===== src/rtl/alu_pkg.sv =====
// Shared types and constants for the RV32I execute-stage ALU.
// Operation codes, data/shift widths and a bit-reverse helper used by the shifter.
package alu_pkg;

  localparam int XLEN    = 32;
  localparam int SHAMT_W = 5;

  typedef enum logic [3:0] {
    ALU_ADD   = 4'd0,
    ALU_SUB   = 4'd1,
    ALU_AND   = 4'd2,
    ALU_OR    = 4'd3,
    ALU_XOR   = 4'd4,
    ALU_SLL   = 4'd5,
    ALU_SRL   = 4'd6,
    ALU_SRA   = 4'd7,
    ALU_SLT   = 4'd8,
    ALU_SLTU  = 4'd9,
    ALU_PASSB = 4'd10,
    ALU_SEQ   = 4'd11,
    ALU_SGE   = 4'd12,
    ALU_SGEU  = 4'd13,
    ALU_RSV14 = 4'd14,
    ALU_RSV15 = 4'd15
  } alu_mode_e;

  function automatic logic [XLEN-1:0] bit_rev(input logic [XLEN-1:0] v);
    logic [XLEN-1:0] r;
    r = '0;
    for (int i = 0; i < XLEN; i++) begin
      r[i] = v[XLEN-1-i];
    end
    return r;
  endfunction

endpackage


===== src/rtl/alu_shifter.sv =====
// Combinational barrel shifter for SLL/SRL/SRA.
// Left shifts reuse the right-shift stages by reversing the word on the way in and out.
module alu_shifter
  import alu_pkg::*;
(
  input  logic [XLEN-1:0]    a,
  input  logic [SHAMT_W-1:0] shamt,
  input  logic               right,
  input  logic               arith,
  output logic [XLEN-1:0]    y
);

  logic            fill;
  logic [XLEN-1:0] stage;

  always_comb begin
    fill  = arith & right & a[XLEN-1];
    stage = right ? a : bit_rev(a);
    for (int s = 0; s < SHAMT_W; s++) begin
      if (shamt[s]) begin
        stage = (stage >> (1 << s)) | ({XLEN{fill}} & ~({XLEN{1'b1}} >> (1 << s)));
      end
    end
    y = right ? stage : bit_rev(stage);
  end

endmodule


===== src/rtl/rv32i_alu.sv =====
// Registered 32-bit RV32I ALU: one shared 33-bit adder, barrel shifter, result mux, output register.
// Define ALU_FLAGS_EN to add the registered {zero, neg, carry, ovf} flags port.
module rv32i_alu
  import alu_pkg::*;
(
  input  logic            clk,
  input  logic            rst_n,
  input  logic [XLEN-1:0] a,
  input  logic [XLEN-1:0] b,
  input  logic [3:0]      mode,
  output logic [XLEN-1:0] out
`ifdef ALU_FLAGS_EN
  ,
  output logic [3:0]      flags
`endif
);

  alu_mode_e       op;
  logic            sub_op;
  logic [XLEN-1:0] b_op;
  logic [XLEN:0]   sum;
  logic            carry;
  logic            ovf;
  logic            lt_s;
  logic            lt_u;
  logic [XLEN-1:0] shift_y;
  logic [XLEN-1:0] result;

  assign op = alu_mode_e'(mode);

  // SUB and every compare go through the same a + ~b + 1 path.
  always_comb begin
    sub_op = 1'b0;
    case (op)
      ALU_SUB, ALU_SLT, ALU_SLTU, ALU_SEQ, ALU_SGE, ALU_SGEU: sub_op = 1'b1;
      default: sub_op = 1'b0;
    endcase
  end

  assign b_op  = sub_op ? ~b : b;
  assign sum   = {1'b0, a} + {1'b0, b_op} + {{XLEN{1'b0}}, sub_op};
  assign carry = sum[XLEN];
  assign ovf   = (a[XLEN-1] == b_op[XLEN-1]) && (sum[XLEN-1] != a[XLEN-1]);
  assign lt_s  = sum[XLEN-1] ^ ovf;
  assign lt_u  = ~carry;

  alu_shifter u_shifter (
    .a     (a),
    .shamt (b[SHAMT_W-1:0]),
    .right ((op == ALU_SRL) || (op == ALU_SRA)),
    .arith (op == ALU_SRA),
    .y     (shift_y)
  );

  always_comb begin
    result = '0;
    case (op)
      ALU_ADD, ALU_SUB:          result = sum[XLEN-1:0];
      ALU_AND:                   result = a & b;
      ALU_OR:                    result = a | b;
      ALU_XOR:                   result = a ^ b;
      ALU_SLL, ALU_SRL, ALU_SRA: result = shift_y;
      ALU_SLT:                   result = {{(XLEN-1){1'b0}}, lt_s};
      ALU_SLTU:                  result = {{(XLEN-1){1'b0}}, lt_u};
      ALU_PASSB:                 result = b;
      ALU_SEQ:                   result = {{(XLEN-1){1'b0}}, (a == b)};
      ALU_SGE:                   result = {{(XLEN-1){1'b0}}, ~lt_s};
      ALU_SGEU:                  result = {{(XLEN-1){1'b0}}, ~lt_u};
      default:                   result = '0;
    endcase
  end

  always_ff @(posedge clk or negedge rst_n) begin
    if (!rst_n) begin
      out <= '0;
    end else begin
      out <= result;
    end
  end

`ifdef ALU_FLAGS_EN
  logic [3:0] flags_d;

  // Carry is the raw adder carry-out, which for subtract paths is NOT borrow.
  always_comb begin
    flags_d    = '0;
    flags_d[3] = (result == '0);
    flags_d[2] = result[XLEN-1];
    flags_d[1] = ((op == ALU_ADD) || sub_op) ? carry : 1'b0;
    flags_d[0] = ((op == ALU_ADD) || (op == ALU_SUB)) ? ovf : 1'b0;
  end

  always_ff @(posedge clk or negedge rst_n) begin
    if (!rst_n) begin
      flags <= '0;
    end else begin
      flags <= flags_d;
    end
  end
`endif

endmodule


===== config.mk =====
export PLATFORM = sky130hd
export DESIGN_NAME = rv32i_alu
export DESIGN_NICKNAME = d
export VERILOG_FILES = /design/src/rtl/alu_pkg.sv /design/src/rtl/alu_shifter.sv /design/src/rtl/rv32i_alu.sv
export SDC_FILE = /design/constraint.sdc
export NUM_CORES = 1
export LEC_CHECK = 0
export BUFFER_PORTS_ARGS = -buffer_cell sky130_fd_sc_hd__buf_4
export CAP_MARGIN = 5
export CORE_MARGIN = 8
export CORE_UTILIZATION = 35
export DETAILED_ROUTE_END_ITERATION = 10
export PLACE_DENSITY = 0.55
export SYNTH_ARGS = -nofsm -noshare
export SYNTH_HDL_FRONTEND = slang
export SYNTH_SLANG_ARGS = --single-unit

===== constraint.sdc =====
create_clock -name clk -period 0.8 [get_ports clk]
set_clock_uncertainty 0.05 [all_clocks]
set_input_delay 0.08 -clock clk [delete_from_list [all_inputs] [get_ports clk]]
set_output_delay 0.08 -clock clk [all_outputs]
set_load 0.005 [all_outputs]

-- After elaboration in Yosys (flattened, before gate mapping)
Index checks and enable logic that the tools add are counted.
- add/subtract/negate cells: 2
- equal/unequal tests: 16
- multiplexer cells: 10
- bitwise operators: 14
- reduce and logical (&&, ||, !) cells: 6
- operator list (cell ; number):
    case mux 32 bit (11 select lines) ; 1
    2-to-1 mux 32 bit ; 8
    adder 32 x 32 -> 33 bit ; 1
    adder 33 x 1 -> 33 bit ; 1
    AND 32 bit ; 1
    equality test 32 bit ; 1
    inverter 32 bit ; 1
    OR 16 x 32 -> 32 bit ; 1
    OR 24 x 32 -> 32 bit ; 1
    OR 28 x 32 -> 32 bit ; 1
    OR 30 x 32 -> 32 bit ; 1
    OR 31 x 32 -> 32 bit ; 1
    OR 32 bit ; 1
    XOR 32 bit ; 1
    equality test 4 bit (second input constant) ; 6
    equality test 4 x 3 -> 1 bit (second input constant) ; 4
    equality test 4 x 2 -> 1 bit (second input constant) ; 2
    OR reduction 6 bit ; 1
    equality test 4 x 1 -> 1 bit (second input constant) ; 1
    zero test 4 bit ; 1
    OR reduction 3 bit ; 1
    AND 1 bit ; 2
    inverter 1 bit ; 2
    OR reduction 2 bit ; 1
    6 further kinds ; 6
- flip-flop bits (word level): 32
- input port bits: 70
- output and inout port bits: 32

-- Logic depth before layout (Yosys ltp)
Gate-level depths: netlist of run 1.
- word-level depth: 16
- gate-level depth with buffers: 17
- mapped depth without buffers: 14

-- Hierarchy
From an unflattened synthesis of run 1, not the netlist that was laid out.
- cell total of the unflattened synthesis: 1082
- area, all modules: 8749.6 um^2
- modules (own cells, without submodules) (module ; times used ; cells an instance ; area each (um^2) ; sequential area each (um^2)):
    rv32i_alu ; 1 ; 638 ; 5176.2 ; 800.8
    alu_shifter ; 1 ; 444 ; 3573.4 ; 0.0

-- Least setup slack after synthesis of run 1
Ideal clock, no wire load.
- path type: input to register
- start: input port mode[0]
- end: register out[0]
- setup time: 126 ps
- data arrival time: 3439 ps
- required time: 624 ps
- setup slack: -2815 ps
- stages: 16
- buffers on the path: 3
- cell sequence: buf_2 > nor2b_1 > a21oi_1 > or2_2 > clkbuf_1 > buf_1 > xnor2_1 > ha_1 > and4_1 > o2111ai_1 > a21o_1 > a31oi_1 > a31oi_1 > o21ai_0 > xnor2_1 > a311o_1
- word-level cells in the longest chain between the ends: 15
- elaborated cells between the ends (all ways): 43
- ends and longest elaborated chain (item ; RTL line ; RTL):
    from (decl) ; rv32i_alu.sv:10 ; input logic [3:0] mode,
    branches (longest 14 deep; another with adder 32 x 32 -> 33 bit) ; n/a ;
    case mux 32 bit (11 select lines) * ; rv32i_alu.sv:57 ; case (op)
    named net result[0] ; rv32i_alu.sv:27 ; logic [XLEN-1:0] result;
    to (signal assigned) ; rv32i_alu.sv:77 ; out <= result;
    to (decl) ; rv32i_alu.sv:11 ; output logic [XLEN-1:0] out
Mark *: on every way through the listed nets, which the timed path passes.

-- Final worst setup path of run 1
- start: input port mode[0]
- end: register out[23]
- word-level cells in the longest chain between the ends: 14
- elaborated cells between the ends (all ways): 37
- ends and longest elaborated chain (item ; RTL line):
    branches (longest 13 deep; another with adder 32 x 32 -> 33 bit) ; n/a
    case mux 32 bit (11 select lines) * ; rv32i_alu.sv:57
    named net result[23] ; rv32i_alu.sv:27
Marks and branches as above.

==> results of run 1 <==
## area by class of cell
class                      count  area (um2)  area share, %
timing repair buffer         482        4100           31.9
clock buffer                   6         129           1.00
tap                          275         344           2.68
sequential                    32         801           6.24
clock inverter                 2        35.0          0.273
antenna                        1        2.50         0.0195
multi-input combinational    735        7110           55.4
inverter                      81         314           2.45
## per-layer routing
metal	share of wire, %	GRT usage, %	vias up	wire length [um]
met2	45	44.1	434	17600
met4	3.9	10.2	2	1520
li1	-	-	4310	-
met1	42	38.0	4622	16400
met5	0.034	0	-	13
met3	8.4	4.80	77	3270
## cell families (layout without fill, tap and decap cells)
| kind of cell | after synthesis | in the layout | share of synthesized area, % |
|---|---|---|---|
| compound gates | 291 | 291 | 26.6 |
| xor+xnor | 60 | 60 | 6.95 |
| fa+ha+maj | 98 | 98 | 16.3 |
| buf+inv | 137 | 571 | 7.47 |
| flops | 32 | 32 | 10.6 |
| mux | 75 | 75 | 19.2 |
| other cells | 0 | 1 | 0 |
| simple gates | 210 | 211 | 12.9 |
## stage by stage
stage	setup TNS (ns)	setup WS, ns
6_report	-63.69	-2.10
5_1_grt	-66.52	-2.14
4_1_cts	-64.66	-2.09
3_5_place_dp	-73.50	-2.56
3_3_place_gp	-71.97	-2.48
2_1_floorplan	-61.76	-2.24
## critical path: stages
cell,delay [ns]
buf_8,0.08
nor2b_4,0.16
a21oi_4,0.09
or2_4,0.32
buf_6,0.16
xnor2_2,0.18
ha_4,0.25
a21oi_2,0.15
o21bai_1,0.07
a221o_1,0.39
a21oi_4,0.19
o41ai_4,0.10
buf_6,0.15
buf_4,0.14
a31oi_4,0.14
xnor2_1,0.09
a211o_1,0.26
## placed cells by master, fill, tap and decap left out, drive strengths merged, types with 9 or more instances in the layout
master  count
buf       480
ha         97
nand2      86
inv        79
o21ai      66
a21oi      57
mux4       54
nor2       51
xnor2      47
dfrtp      32
o211ai     25
a22oi      20
a21o       16
mux2i      16
a221o      13
a221oi     13
xor2       13
nand3      12
nand4      11
nor3       11
nor4        9
## power breakdown
group	internal, W	total [W]	switching (W)
combinational	0.00603	0.0116	0.00553
clock	0.00147	0.00233	0.000858
sequential	0.00186	0.00201	0.000156
## worst paths after layout
path | endpoint | slack (ns) | cells past startpoint
setup / recovery | out[23]$_DFF_PN0_ | -2.10 | 17
max in group asynchronous | out[12]$_DFF_PN0_ | 0.20 | 3
hold / removal | out[6]$_DFF_PN0_ | 0.12 | 2
min in group clk | out[31]$_DFF_PN0_ | 0.12 | 4
## repair_timing
item	CTS	global route
buffers inserted	21	29
cloned	4	0
setup endpoints to repair	64	64
hold buffers	1	0
pin swaps	57	74
hold endpoints to repair	32	0
resized for setup	129	94
==> metrics, run 1 <==
status complete, but fails checks; failing checks negative setup slack; clk root buf clkbuf_16; Initial Util a little over a third; fin. max-slew vios 0; DP Cell Count 1,557; routability cong. approximately 0.98; Fin. Hold Viols 0; most frequent cells after synthesis ha_1 (97), nand2_1 (86), inv_1 (75); Final period util 363%; min Tclk post-route 2.90 ns; DR vias 9,445; Biggest register out; TritonRoute pass-1 iters 5; final core occ 60.9%; num ports 102; Yosys top cell area share ~16%; Post-synth EDFFs 0; Finished Cell Area 12,800 um2; Setup crit start mode[0]; Worst Setup End Kind flop; worst-margin pin slew 0.705 ns; Yosys reg bits 32; FP Rows 53; crit start category input port; final WL 38,800 um; Top Registers out x32; vias in the first global route 9,119; die footprint 26,500 um2; number of flip-flops in the largest register 32; Yosys top cell by area ha_1; Die Wd 163 um; drt drc 0; Synth area leaders ha_1 (16%), mux4_2 (15%), dfrtp_1 (11%); initial antenna violation count 1; DRT antenna net count 0; Max clock buf depth 2; Rel. slew slack 52.8%; core region area 21,100 um2; Critical Path RT slightly above 0.9 ns; power density over the cells approximately 1200 nW/um2; Avg WL per Cell 24.0 um; Filler cells about 1.8k; Placed Area 11,100 um2; I/O Buffers 101; H-tree depth 2; DIE HEIGHT 163 um; maxcap violations 0; crit path DAT a little over 3 ns; Vias/cell 5.85; most numerous cell in the Yosys netlist ha_1; worst hold slack 0.116 ns; ys async rst share between 90% and 100%; CP Max Fanout 5; Non-Filler Instances 1,614; leakage 6.08 nW; critical path class input port to flop; total grt overflow 0; RSZ-0062 raised after global routing yes; Area growth syn-to-layout 69.8%; post-synthesis sequential area ratio 10.6%; Ys Warns 0; fraction of layout cells with a size suffix above 1 51.1%; setup violators final 64; synth unique cells 78; first-pass GRT wire length 56,600 um; clock tree sinks 32; Final #Nets 1,505; syn avg cell area ~8.4 um2; fmax 0.345 GHz; Synth Instances 903; largest net degree at the start of global routing 27; Worst Slack Setup Final -2.10 ns; dpl hpwl 30,600 um; CTS tree yes; CTS clk-pin slew, worst paths about 0.06 ns; Num CTS Buffers 5; overall power roughly 0.016 W; Mapped Nets 1,071; gr usage total between 20% and 30%; top_reg_cell synth dfrtp_1; Max VDD drop 0.000742 V; Synth Cell Area 7560 um2; violation count after the first detailed-route iteration around 900; HP Class input port to asynchronous set/reset pin
(Power assumes the default switching activity.)
==> run 2: changes to the inputs <==
--- a/config.mk
+++ b/config.mk
@@ -10,7 +10,9 @@
 export CORE_MARGIN = 8
 export CORE_UTILIZATION = 35
 export DETAILED_ROUTE_END_ITERATION = 10
-export PLACE_DENSITY = 0.55
+export GPL_TIMING_DRIVEN = 1
+export PLACE_DENSITY = 0.52
 export SYNTH_ARGS = -nofsm -noshare
 export SYNTH_HDL_FRONTEND = slang
+export SYNTH_HIERARCHICAL = 1
 export SYNTH_SLANG_ARGS = --single-unit
==> constraint.sdc (replaced) <==
create_clock -name clk -period 2.9 [get_ports clk]
set_clock_uncertainty 0.05 [all_clocks]
set_input_delay 0.29 -clock clk [delete_from_list [all_inputs] [get_ports clk]]
set_output_delay 0.29 -clock clk [all_outputs]
set_load 0.005 [all_outputs]
==> run 2 against run 1 <==
The run still ends with negative setup slack left. Global-route usage fell by 1.9 points. Critical endpoint is now out[0]$_DFF_PN0_. Critical path depth down 1. Sequential share of layout area decreased by 0.20 points.
==> metrics, run 2 <==
status complete, but fails checks; failing checks negative setup slack; initial antenna violation count 0; Worst Slack Setup Final -0.392 ns; ys async rst share 100%; most frequent cells after synthesis ha_1 (98), mux2i_1 (90), nor2_1 (81); Vias/cell just under 6; final WL between 40,000 and 50,000 um; FP Rows 58; Ys Warns 6; Top Registers out x32; Biggest register out; max incr delay on CP 0.41 ns; commonest non-fill, non-tap cell in the layout buf_4; number of flip-flops in the largest register 32; Avg WL per Cell 23.2 um; Critical Path RT 3.07 ns; syn avg cell area 8.09 um2; crit path cell chain buf_6 -> nand2b_4 -> maj3_4 -> buf_12 -> buf_6 -> xnor2_2 -> ha_1 -> and3_4 -> a221oi_4 -> a211oi_4 -> a221oi_4 -> buf_6 -> o31ai_4 -> a31o_1 -> or4_1 -> o2111ai_2; die footprint a little over 30,000 um2; dpl hpwl between 30,000 and 40,000 um; critical path class input port to flop; Final period util 114%; Yosys top cell by area ha_1; Area growth syn-to-layout 51.5%; crit start category input port; violation count after the first detailed-route iteration 1,089; vias in the first global route around 10k; min Tclk post-route around 3.3 ns; first-pass GRT wire length 62,200 um; worst path buffer plus inverter count 4; Yosys reg bits 32; drt drc 0; RSZ-0062 raised after global routing yes; CP Max Fanout 5; fin. max-slew vios 0; most frequent cells in the layout buf_4 (397), ha_1 (96), mux2i_1 (80), inv_1 (79), nor2_1 (73); Mapped Nets 1,251; Max VDD drop 0.000214 V; Initial Util 35.2%; Synth Instances around 1.1k; setup violators final 22; hold endpoint out[18]$_DFF_PN0_; Fin. Hold Viols 0; Filler cells 2,333; Finished Cell Area 13,300 um2; Sum Neg Setup Slack -4.48 ns; CTS clk-pin slew, worst paths 0.06 ns; routability cong. 1.01; power density over the cells 322 nW/um2; Yosys top cell area share between 10 and 15%; worst hold path startpoint b[18]; I/O Buffers 101; Post-synth EDFFs 0; Crit path top cell by count buf_6; clock tree sinks 32; core region area 24,900 um2; CP max stage cell or4_1; Worst Setup End Kind flop; Synth Cell Area a little under 9000 um2; leakage 6.34 nW; num ports ~100; # diodes 0; Rel. slew slack 55.3%; DR vias around 10k; Final #Nets 1,616; fmax between 0.3 and 0.4 GHz; total grt overflow 0; Placed Area 12,000 um2; crit path DAT approximately 3.5 ns; most numerous cell in the Yosys netlist ha_1; DRT antenna net count 0; post-synthesis sequential area ratio 9.15%; Die Wd 174 um; Hold Crit Depth 3; Max clock buf depth 2; maxcap violations 0; largest net degree at the start of global routing 33; TritonRoute pass-1 iters 5; DIE HEIGHT 174 um; clk root buf clkbuf_16; CTS tree yes; synth unique cells 81; top_reg_cell synth dfrtp_1; Synth area leaders ha_1 (14%), mux2i_1 (10%), dfrtp_1 (9.2%); HP Class input port to flop; worst-margin pin slew 0.666 ns; Num CTS Buffers 5; Non-Filler Instances about 1.8k; DP Cell Count 1,742; H-tree depth 2; gr usage total a little over a quarter; fraction of layout cells with a size suffix above 1 43.3%; crit-path leading delay family compound AO/OA/AOI/OAI gates
[run 2: final cells by class]
| type | count | area [um2] | area share [%] |
|---|---|---|---|
| tap | 330 | 413 | 3.11 |
| clock inverter | 2 | 35.0 | 0.264 |
| clock buffer | 6 | 129 | 0.972 |
| multi-input combinational | 891 | 8050 | 60.7 |
| timing repair buffer | 435 | 3520 | 26.6 |
| inverter | 82 | 308 | 2.32 |
| sequential | 32 | 801 | 6.04 |
[run 2: power breakdown]
part / switching (W) / internal (W) / total [W]
sequential: 0.0000185 / 0.000509 / 0.000527
combinational: 0.00158 / 0.00151 / 0.00310
clock: 0.000241 / 0.000405 / 0.000646
total: 0.00184 / 0.00243 / 0.00427
[run 2: timing repair]
item,in CTS,in global routing
gates cloned,2,0
pin swaps,48,53
setup buffers,18,12
hold buffers,1,0
hold endpoints to repair,32,0
gates resized for setup,90,92
endpoints found under the setup margin,31,32
[run 2: cell families (layout without fill, tap and decap cells)]
logic type,after synthesis,after routing,synth area share [%]
AOI/OAI and AO/OA,314,314,26.4
xor gates and xnor gates,59,59,5.91
buffers and inverters,159,525,7.82
muxes,144,144,21.6
and+or+nand+nor,274,274,14.7
adders and majority gates,100,100,14.4
DFF,32,32,9.15
[run 2: worst max path at each step]
stage,from,to,cells past startpoint
2_1_floorplan,mode[0],out[0]$_DFF_PN0_,14
3_3_place_gp,mode[2],out[26]$_DFF_PN0_,16
3_5_place_dp,mode[2],out[24]$_DFF_PN0_,15
4_1_cts,mode[2],out[0]$_DFF_PN0_,16
5_1_grt,mode[2],out[0]$_DFF_PN0_,16
6_report,mode[2],out[0]$_DFF_PN0_,16
[run 2: worst min-delay path: stages]
cell and delay [ns]:
buf_4 0.10, a221oi_1 0.07, o221ai_1 0.07
[run 2: metrics by stage]
stage | util, % | total power (W) | hold WS, ns | worst slack (ns)
final | 53.3 | 0.00427 | 0.233 | -0.392
after global routing | 53.3 | 0.00451 | 0.250 | -0.456
after CTS | 51.2 | 0.00407 | 0.229 | -0.401
after detailed placement | 48.2 | 0.00323 | 0.226 | -0.858
after global placement | 48.2 | 0.00322 | 0.221 | -0.849
after floorplan | - | 0.00193 | -0.0556 | -0.411
[run 2: metal layers]
| layer | track usage (%) | share of wire [%] |
|---|---|---|
| met1 | 33.2 | 41 |
| met2 | 42.2 | 46 |
| met3 | 4.97 | 8.1 |
| met4 | 12.4 | 5.5 |
| met5 | 0 | 0 |
==> run 3: changes to the inputs <==
--- a/config.mk
+++ b/config.mk
@@ -5,13 +5,14 @@
 export SDC_FILE = /design/constraint.sdc
 export NUM_CORES = 1
 export LEC_CHECK = 0
+export ABC_AREA = 1
 export BUFFER_PORTS_ARGS = -buffer_cell sky130_fd_sc_hd__buf_4
 export CAP_MARGIN = 5
 export CORE_MARGIN = 8
 export CORE_UTILIZATION = 35
 export DETAILED_ROUTE_END_ITERATION = 10
 export GPL_TIMING_DRIVEN = 1
-export PLACE_DENSITY = 0.52
+export PLACE_DENSITY = 0.53
 export SYNTH_ARGS = -nofsm -noshare
 export SYNTH_HDL_FRONTEND = slang
 export SYNTH_HIERARCHICAL = 1
==> constraint.sdc (replaced) <==
create_clock -name clk -period 2.9 [get_ports clk]
set_clock_uncertainty 0.05 [all_clocks]
set_input_delay 0.435 -clock clk [delete_from_list [all_inputs] [get_ports clk]]
set_output_delay 0.435 -clock clk [all_outputs]
set_load 0.005 [all_outputs]
==> run 3 against run 2 <==
The flow now finishes without violations. Cell count grew 4.3%. Wire length shrank 9.2%. Die area shrank 8.0%. Worst hold slack lost 0.17 ns. Utilization shrank 7.1 points. Total power shrank 22%. Critical endpoint is now out[9]$_DFF_PN0_. Largest cell class unchanged. Largest power group unchanged. Highest routed layer unchanged.
==> metrics, run 3 <==
Crit path top cell by count nand2_2; Die Wd approximately 170 um; DRT antenna net count 0; RSZ-0062 raised after global routing yes; Mapped Nets 1,535; Synth area leaders nand3_1 (21%), nand2_1 (17%), ha_1 (15%); dpl hpwl 30,800 um; routability cong. 0.966; Sw Ratio 47.3%; CTS clk-pin slew, worst paths 0.06 ns; CP max stage cell o21ai_0; Synth Cell Area 7980 um2; status complete, no violations; Sw Pwr 0.00158 W; most numerous cell in the Yosys netlist nand2_1; Initial Util 35.5%; FP Rows 55; commonest non-fill, non-tap cell in the layout nand2_1; Avg WL per Cell 20.2 um; num ports 102; drt drc 0; DIE HEIGHT 167 um; Yosys top cell area share around 21%; setup violators final 0; Final #Nets ~1.7k; syn avg cell area 5.84 um2; DR vias 10.4k; Worst Setup End Kind flop; worst path buffer plus inverter count 2; Yosys reg bits 32; Yosys top cell by area nand3_1; most frequent cells in the layout nand2_1 (359), nand3_1 (329), buf_4 (249), inv_1 (128), ha_1 (98); critical path class input port to flop; Post-synth EDFFs 0; violation count after the first detailed-route iteration 968; die footprint 27,900 um2; power density over the cells between 300 and 400 nW/um2; Max VDD drop 0.000200 V; Biggest register out; CTS tree yes; crit path DAT 2.88 ns; most frequent cells after synthesis nand2_1 (364), nand3_1 (331), inv_1 (128); Area growth syn-to-layout 30.2%; total grt overflow 0; initial antenna violation count 0; synth unique cells 43; logic gate share of total power around two thirds; top_reg_cell synth dfrtp_1; Ys Warns 6; Fin. Hold Viols 0; core region area 22,500 um2; fin. max-slew vios 0; Final period util 96.1%; min Tclk post-route 2.79 ns; Synth Instances approximately 1.4k; fmax 0.359 GHz; Place WS -0.346 ns; max incr delay on CP between 0.3 and 0.4 ns; clk root buf clkbuf_16; worst-margin pin slew 0.761 ns; post-synthesis sequential area ratio 10.0%; crit start category input port; HP Class input port to asynchronous set/reset pin; largest net degree at the start of global routing 34; ys async rst share 100%; TritonRoute pass-1 iters 6; Clk pwr share 16.9%; H-tree depth 2; leakage 5.62 nW; first-pass GRT wire length 57,400 um; Vias/cell 5.61; Num CTS Buffers 5; CP Max Fanout 7; Max clock buf depth 2; clock tree sinks 32; Top Registers out x32; Internal 0.00177 W; number of flip-flops in the largest register 32; Seq pwr share 15.7%; Worst Slack Setup Final approximately 0.11 ns; maxcap violations 0; Filler cells 2,484; Post-CTS Hold Buffers 0; # diodes 0; Sum Neg Setup Slack 0 ns; vias in the first global route 9,817; gr usage total roughly a quarter; Critical Path RT between 2 and 3 ns; fraction of layout cells with a size suffix above 1 21.3%; overall power 0.00335 W; crit path cell chain buf_4 -> nor2_2 -> nand2_2 -> nand2_8 -> xor2_1 -> ha_1 -> inv_1 -> o21bai_1 -> a31oi_1 -> nand2_4 -> nand2_2 -> nand2_2 -> o21ai_0 -> o2111ai_1; Rel. slew slack 49.1%; crit-path leading delay family compound AO/OA/AOI/OAI gates; final WL 37,500 um; I/O Buffers between 100 and 150
-- run 3: metrics by stage --
step / utilization (%) / hold slack, ns / cells / area [um2]
6_report: 46.2 / 0.0590 / 1854 / 10400
2_1_floorplan: - / 0.0894 / 1366 / 7980
5_1_grt: 46.2 / 0.0942 / 1854 / 10400
3_5_place_dp: 44.9 / 0.396 / 1842 / 10100
4_1_cts: 45.5 / 0.0775 / 1850 / 10200
3_3_place_gp: 44.9 / 0.383 / 1842 / 10100
-- run 3: cell families (layout without fill, tap and decap cells) --
kind of cell / Yosys count / after routing / share of synthesized area [%]
and+or+nand+nor: 824 / 824 / 46.4
DFF: 32 / 32 / 10.0
buffers and inverters: 204 / 407 / 10.4
AOI/OAI and AO/OA: 176 / 176 / 14.1
adders and majority gates: 99 / 99 / 15.6
xor gates and xnor gates: 31 / 31 / 3.40
-- run 3: final cells by class --
cell class              instances  area (um2)  share of cell area, %
clock inverters                 3        18.8                  0.181
inverters                     139         522                   5.02
well taps                     285         357                   3.43
multi-input cells            1130        6490                   62.4
flip-flops and latches         32         801                   7.71
repair buffers                260        2080                   20.0
clock buffers                   5         125                   1.20
-- run 3: timing repair --
item                       in CTS  in global routing
setup buffers                   0                  4
resized for setup               1                 29
gates cloned                    0                  0
setup endpoints to repair       2                 20
pin swaps                       0                  6
-- run 3: routing by layer --
metal	track usage, %	vias up	share of wire [%]
met1	34.4	4877	43
met3	2.81	64	6.9
met2	43.9	424	47
li1	-	5045	-
met4	8.03	0	3.2
met5	0	-	0
-- run 3: final timing paths --
check	slack, ns	from	to	cells after the start
worst max-delay path	0.11	mode[2]	out[9]$_DFF_PN0_	14
worst min-delay path	0.06	rst_n	out[9]$_DFF_PN0_	1
max in group asynchronous	2.39	rst_n	out[23]$_DFF_PN0_	1
min in group clk	0.39	b[24]	out[24]$_DFF_PN0_	3
-- run 3: power groups by stage --
stage	clock network, W	logic (W)	registers, W
4_1_cts	0.000577	0.00218	0.000528
3_3_place_gp	0	0.00217	0.000535
6_report	0.000565	0.00226	0.000527
3_5_place_dp	0	0.00217	0.000536
2_1_floorplan	0	0.00117	0.000537
5_1_grt	0.000595	0.00248	0.000531
